`config.mk`:
```
export PLATFORM = sky130hd
export DESIGN_NAME = sfp_vec_sub_seq
export DESIGN_NICKNAME = d
export VERILOG_FILES = /design/src/rtl/sfp_pkg.sv /design/src/rtl/sfp_sub_sat.sv /design/src/rtl/sfp_vec_sub_seq.sv
export SDC_FILE = /design/constraint.sdc
export NUM_CORES = 1
export LEC_CHECK = 0
export ABC_AREA = 1
export BUFFER_PORTS_ARGS = -buffer_cell sky130_fd_sc_hd__buf_2
export CAP_MARGIN = 20
export CORE_MARGIN = 5
export CORE_UTILIZATION = 55
export DETAILED_ROUTE_END_ITERATION = 16
export PLACE_DENSITY = 0.8
export SLEW_MARGIN = 40
export SYNTH_ARGS = -nofsm -noshare
export SYNTH_HDL_FRONTEND = slang
export SYNTH_SLANG_ARGS = --single-unit
```
`constraint.sdc`:
```
create_clock -name clk -period 4.3 [get_ports clk]
set_clock_uncertainty 0.05 [all_clocks]
set_input_delay 1.29 -clock clk [delete_from_list [all_inputs] [get_ports clk]]
set_output_delay 1.29 -clock clk [all_outputs]
set_load 0.05 [all_outputs]
```
`src/rtl/sfp_pkg.sv`:
```
// Shared types and helpers for the signed-fixed-point vector subtractor.
package sfp_pkg;

  typedef enum logic [1:0] {
    IDLE = 2'd0,
    BUSY = 2'd1,
    DONE = 2'd2
  } sfp_state_e;

  // Largest positive two's complement value of width w, zero-extended to 64 bits.
  function automatic logic [63:0] sfp_max(input int w);
    return (64'd1 << (w - 1)) - 64'd1;
  endfunction

  // Most negative value of width w; only the low w bits are meaningful.
  function automatic logic [63:0] sfp_min(input int w);
    return ~sfp_max(w);
  endfunction

endpackage

```
`src/rtl/sfp_sub_sat.sv`:
```
// Combinational single-element subtract with saturate (CLIP=1) or wrap (CLIP=0).
module sfp_sub_sat
  import sfp_pkg::*;
#(
  parameter int W    = 24,
  parameter int CLIP = 1
) (
  input  logic [W-1:0] a,
  input  logic [W-1:0] b,
  output logic [W-1:0] y,
  output logic         ovf
);

  localparam logic [W-1:0] MAXV = W'(sfp_max(W));
  localparam logic [W-1:0] MINV = W'(sfp_min(W));

  logic [W:0] w_d;

  // One guard bit: the top two bits disagree exactly when the true difference leaves W-bit range.
  assign w_d = {a[W-1], a} - {b[W-1], b};
  assign ovf = w_d[W] ^ w_d[W-1];

  if (CLIP != 0) begin : g_sat
    assign y = ovf ? (w_d[W] ? MINV : MAXV) : w_d[W-1:0];
  end else begin : g_wrap
    assign y = w_d[W-1:0];
  end

endmodule

```
`src/rtl/sfp_vec_sub_seq.sv`:
```
// Time-multiplexed vector subtractor: out[i] = a[i] - b[i], one element per cycle.
// Optional sticky clip flag built when SFP_VEC_SUB_STICKY_EN is defined.
module sfp_vec_sub_seq
  import sfp_pkg::*;
#(
  parameter int N    = 3,
  parameter int IW   = 8,
  parameter int FW   = 16,
  parameter int CLIP = 1
) (
  input  logic              clk,
  input  logic              rst_n,
  input  logic              in_valid,
  output logic              in_ready,
  input  logic [N*(IW+FW)-1:0] a,
  input  logic [N*(IW+FW)-1:0] b,
  output logic              out_valid,
  input  logic              out_ready,
  output logic [N*(IW+FW)-1:0] out,
  output logic [N-1:0]      clipping
`ifdef SFP_VEC_SUB_STICKY_EN
  ,
  output logic              clip_sticky,
  input  logic              clip_clr
`endif
);

  localparam int W    = IW + FW;
  localparam int IDXW = (N > 1) ? $clog2(N) : 1;

  sfp_state_e          r_state;
  logic [IDXW-1:0]     r_idx;
  logic                r_in_ready;
  logic                r_out_valid;
  logic [N-1:0][W-1:0] r_a;
  logic [N-1:0][W-1:0] r_b;
  logic [N-1:0][W-1:0] r_out;
  logic [N-1:0]        r_clip;

  logic [W-1:0]        w_y;
  logic                w_ovf;
  logic                w_out_hs;

  sfp_sub_sat #(.W(W), .CLIP(CLIP)) u_sub (
    .a   (r_a[r_idx]),
    .b   (r_b[r_idx]),
    .y   (w_y),
    .ovf (w_ovf)
  );

  assign w_out_hs  = r_out_valid & out_ready;
  assign in_ready  = r_in_ready;
  assign out_valid = r_out_valid;
  assign out       = r_out;
  assign clipping  = r_clip;

  always_ff @(posedge clk or negedge rst_n) begin
    if (!rst_n) begin
      r_state     <= IDLE;
      r_idx       <= '0;
      r_in_ready  <= 1'b0;
      r_out_valid <= 1'b0;
      r_a         <= '0;
      r_b         <= '0;
      r_out       <= '0;
      r_clip      <= '0;
    end else begin
      case (r_state)
        IDLE: begin
          if (in_valid && r_in_ready) begin
            r_a        <= a;
            r_b        <= b;
            r_idx      <= '0;
            r_clip     <= '0;
            r_in_ready <= 1'b0;
            r_state    <= BUSY;
          end else begin
            r_in_ready <= 1'b1;
          end
        end
        BUSY: begin
          r_out[r_idx]  <= w_y;
          r_clip[r_idx] <= w_ovf;
          if (r_idx == IDXW'(N - 1)) begin
            r_idx       <= '0;
            r_out_valid <= 1'b1;
            r_state     <= DONE;
          end else begin
            r_idx <= r_idx + 1'b1;
          end
        end
        DONE: begin
          // Result held until taken; ready is raised here so IDLE accepts on its first cycle.
          if (out_ready) begin
            r_out_valid <= 1'b0;
            r_in_ready  <= 1'b1;
            r_state     <= IDLE;
          end
        end
        default: begin
          r_state     <= IDLE;
          r_idx       <= '0;
          r_in_ready  <= 1'b0;
          r_out_valid <= 1'b0;
        end
      endcase
    end
  end

`ifdef SFP_VEC_SUB_STICKY_EN
  logic r_sticky;

  // A clip arriving on the handshake beats a same-cycle clear.
  always_ff @(posedge clk or negedge rst_n) begin
    if (!rst_n) begin
      r_sticky <= 1'b0;
    end else if (w_out_hs) begin
      r_sticky <= (r_sticky & ~clip_clr) | (|r_clip);
    end else if (clip_clr) begin
      r_sticky <= 1'b0;
    end
  end

  assign clip_sticky = r_sticky;
`else
  logic w_unused;
  assign w_unused = w_out_hs;
`endif

endmodule
```
==> results.cfg <==
[status]
status = finished clean

[floorplanning]
io_pins = 225
fp.coreArea_sq_mm = 0.0195
die_area_sq_mm = 0.0228
dieWidth_microns = 151
initial_core_util_pct = 56.0
fp.dieH_microns = 151
rows = 51

[clock_tree]
root_buffer = clkbuf_16
cts_tree = built
htreeDepth = 1
clk-insertion-delay-late_ns = 0.51
clk_pin_slew_ns = 0.06
cts_hold_buf = 0
cts_inserted_buffers = 24
cts_sinks = 225
clockBufferDepth = 3

[sta]
finalCriticalPeriod_ns = 3.79
worstMarginPinSlew_ns = 0.744
tns_ns = 0
clock.fmax_mhz = 264
finalMaxSlewViolations = 0
rsz0062_at_grt = no
hold_violations = 0
setup_viol_count_final = 0
max_slew_margin_pct = 50.3
fin_crit_sh_pct = 88.0

[placement]
dp_hpwl_mm = 22.6
place_area_sq_mm = 0.0123
routabilityCongestion = 0.929
portBuffers = 224

[worst_hold_path]
hp-class = reg2reg

[global_route]
grt_pass1_wl_mm = 49.4
grt_usage_pct = 27.2
grt_max_degree = 87
antenna_found_initial = 0
grt.overflow.total = 0
grt_pass1_vias = 9704

[worst_setup_path]
crit_end = out[17]
cp_max_fo = 54
start_kind = flop
cp_slowest_cell = nor2_4
path_class = reg2reg
path_common_cell = nand2_1
slowest_delay_ns = 0.59
critPathCaptureType = flop
crit_start = r_idx[1]
worst-path-buf-inv = 3
critical_path.top_delay_family = simple AND/OR/NAND/NOR gates
crit_chain = inv_1 -> nor2_4 -> buf_4 -> a22o_1 -> a21oi_1 -> ha_1 -> nand2_1 -> inv_1 -> a21oi_1 -> nand2_2 -> nand2_2 -> nand3_2 -> nand2_1 -> nand2_4 -> nand2_8 -> o21ai_1 -> nand2_1 -> nand2_1
r2r_end = out[17]
reg2reg_slack_ns = 0.51
path_depth = 18
crit_required_ns = 4.65
ff2ff_path_depth = 18
critPathArrivalTime_ns = 4.13
worstReg2RegStart = r_idx[1]

[routing]
drtPass1Iterations = 6
wl_mm = 30.7
vias = 9919
drt_iter0_drc = 746
via_per_inst = 5.32
drt.antenna.violating_nets = 0
drc = 0
post_drt_wl_per_cell_microns = 16.5

[synthesis]
yosysSeqAreaShare_pct = 51.5
synth_cell_types = 33
synth_cells = 1389
synth_fp_nets = 1562
syn_area_sq_mm = 0.0109
ys_warn_count = 0
ys_ff_latch = 225
syn_area_per_cell_sq_um = 7.88

[flow_run]
maxCapViolCount = 0

[layout]
fill_cells = 1713
finish.utilization_pct = 66.8
final_area_sq_mm = 0.0130
syn_to_final_growth_pct = 19.3
final_net_count = 1759
drive_gt1_share_pct = 18.8
-- per-layer routing --
layer	up-vias	global-route usage (%)	share of wire, %
met2	383	43.7	47
met5	-	0	0
met1	4667	40.1	44
li1	4821	-	-
met4	0	5.80	2.3
met3	48	3.65	6.7
-- tightest hold or removal path, delay by kind of cell (launching register included) --
family | cells | cell delay (ns)
and+or+nand+nor | 2 | 0.09
DFF | 1 | 0.34
-- through the flow --
step,instances,worst slack [ns],hold slack [ns]
after floorplan,1389,1.19,0.392
after global placement,1825,0.442,0.404
after detailed placement,1825,0.325,0.408
after CTS,1862,0.312,0.422
after global routing,1862,0.176,0.437
final,1863,0.514,0.421
-- worst min path at each step --
| stage | to | cells past startpoint | slack (ns) | startpoint |
|---|---|---|---|---|
| global placement | r_a[2] | 2 | 0.40 | r_a[2] |
| floorplan | r_b[16] | 2 | 0.39 | r_b[16] |
| CTS | r_b[48] | 2 | 0.42 | r_b[48] |
| detailed placement | r_a[57] | 2 | 0.41 | r_a[57] |
| global route | r_b[50] | 2 | 0.44 | r_b[50] |
| finish | r_a[19] | 2 | 0.42 | r_a[19] |
-- cells by family (layout without fill, tap and decap cells) --
kind of cell,Yosys count,in the layout,synth area share [%]
flip-flops,225,225,51.5
buffers and inverters,124,332,4.74
AO/OA/AOI/OAI,166,166,9.69
other,0,1,0
adder cells (fa/ha/maj),25,25,2.93
XOR/XNOR,15,15,1.20
AND/OR/NAND/NOR,834,834,30.0
-- Yosys cell counts --
library cell	n	share of area, %
a21oi_1	45	2.1
buf_6	6	0.62
nand2_4	3	0.31
o21ai_0	16	0.73
xnor2_1	6	0.48
clkbuf_1	49	1.7
nor3_2	1	0.092
buf_1	7	0.24
and2_1	2	0.11
nand3_2	2	0.18
a22o_1	21	1.7
a22oi_1	22	1.5
fa_1	1	0.18
ha_1	24	2.7
nand3_1	17	0.78
nand2_1	699	24
dfrtp_1	225	51
nand4_1	12	0.69
nand3b_1	1	0.069
buf_2	6	0.27
nor3_1	2	0.092
a221oi_1	3	0.24
nand2_2	8	0.46
xor2_1	9	0.72
nor2_2	3	0.17
nor2_1	81	2.8
or2_1	1	0.057
o21ai_2	3	0.24
o21ai_1	4	0.18
nor2_4	2	0.21
inv_1	56	1.9
o21bai_1	6	0.41
a31oi_1	46	2.6
-- flip-flops by register name (all words and copies together), names as in the netlist --
name,cells
clipping,3
in_ready,1
out,72
out_valid,1
r_a,72
r_b,72
r_idx,2
r_state,2
-- what timing repair did --
item / 4_1_cts / 5_1_grt
buffers inserted: 0 / 0
setup endpoints to repair: 0 / 10
endpoints found under the hold margin: 0 / 0
resized for setup: 0 / 1
-- layout by cell type, fill, tap and decap left out, types with 8 or more instances in the layout --
| master | synthesis | final |
|---|---|---|
| nand2_1 | 699 | 699 |
| dfrtp_1 | 225 | 225 |
| buf_2 | 6 | 223 |
| nor2_1 | 81 | 77 |
| inv_1 | 56 | 54 |
| a31oi_1 | 46 | 46 |
| a21oi_1 | 45 | 45 |
| clkbuf_16 | 0 | 25 |
| ha_1 | 24 | 24 |
| a22oi_1 | 22 | 22 |
| a22o_1 | 21 | 21 |
| nand3_1 | 17 | 17 |
| o21ai_0 | 16 | 16 |
| nand4_1 | 12 | 12 |
| buf_4 | 0 | 12 |
| xor2_1 | 9 | 9 |
| nand2_2 | 8 | 8 |
-- layout make-up --
class	count	area (sq um)	area share [%]
clock buffers	32	682	5.23
clock inverters	5	75.1	0.575
repair buffers	239	1280	9.82
well taps	265	332	2.54
flip-flops and latches	225	5630	43.1
multi-input cells	1040	4830	37.0
diodes	1	2.50	0.0192
inverters	56	215	1.65
Power is left out: the tool's default activity adds up to more than one toggle a clock period on the data nets, which glitch-free logic cannot reach.
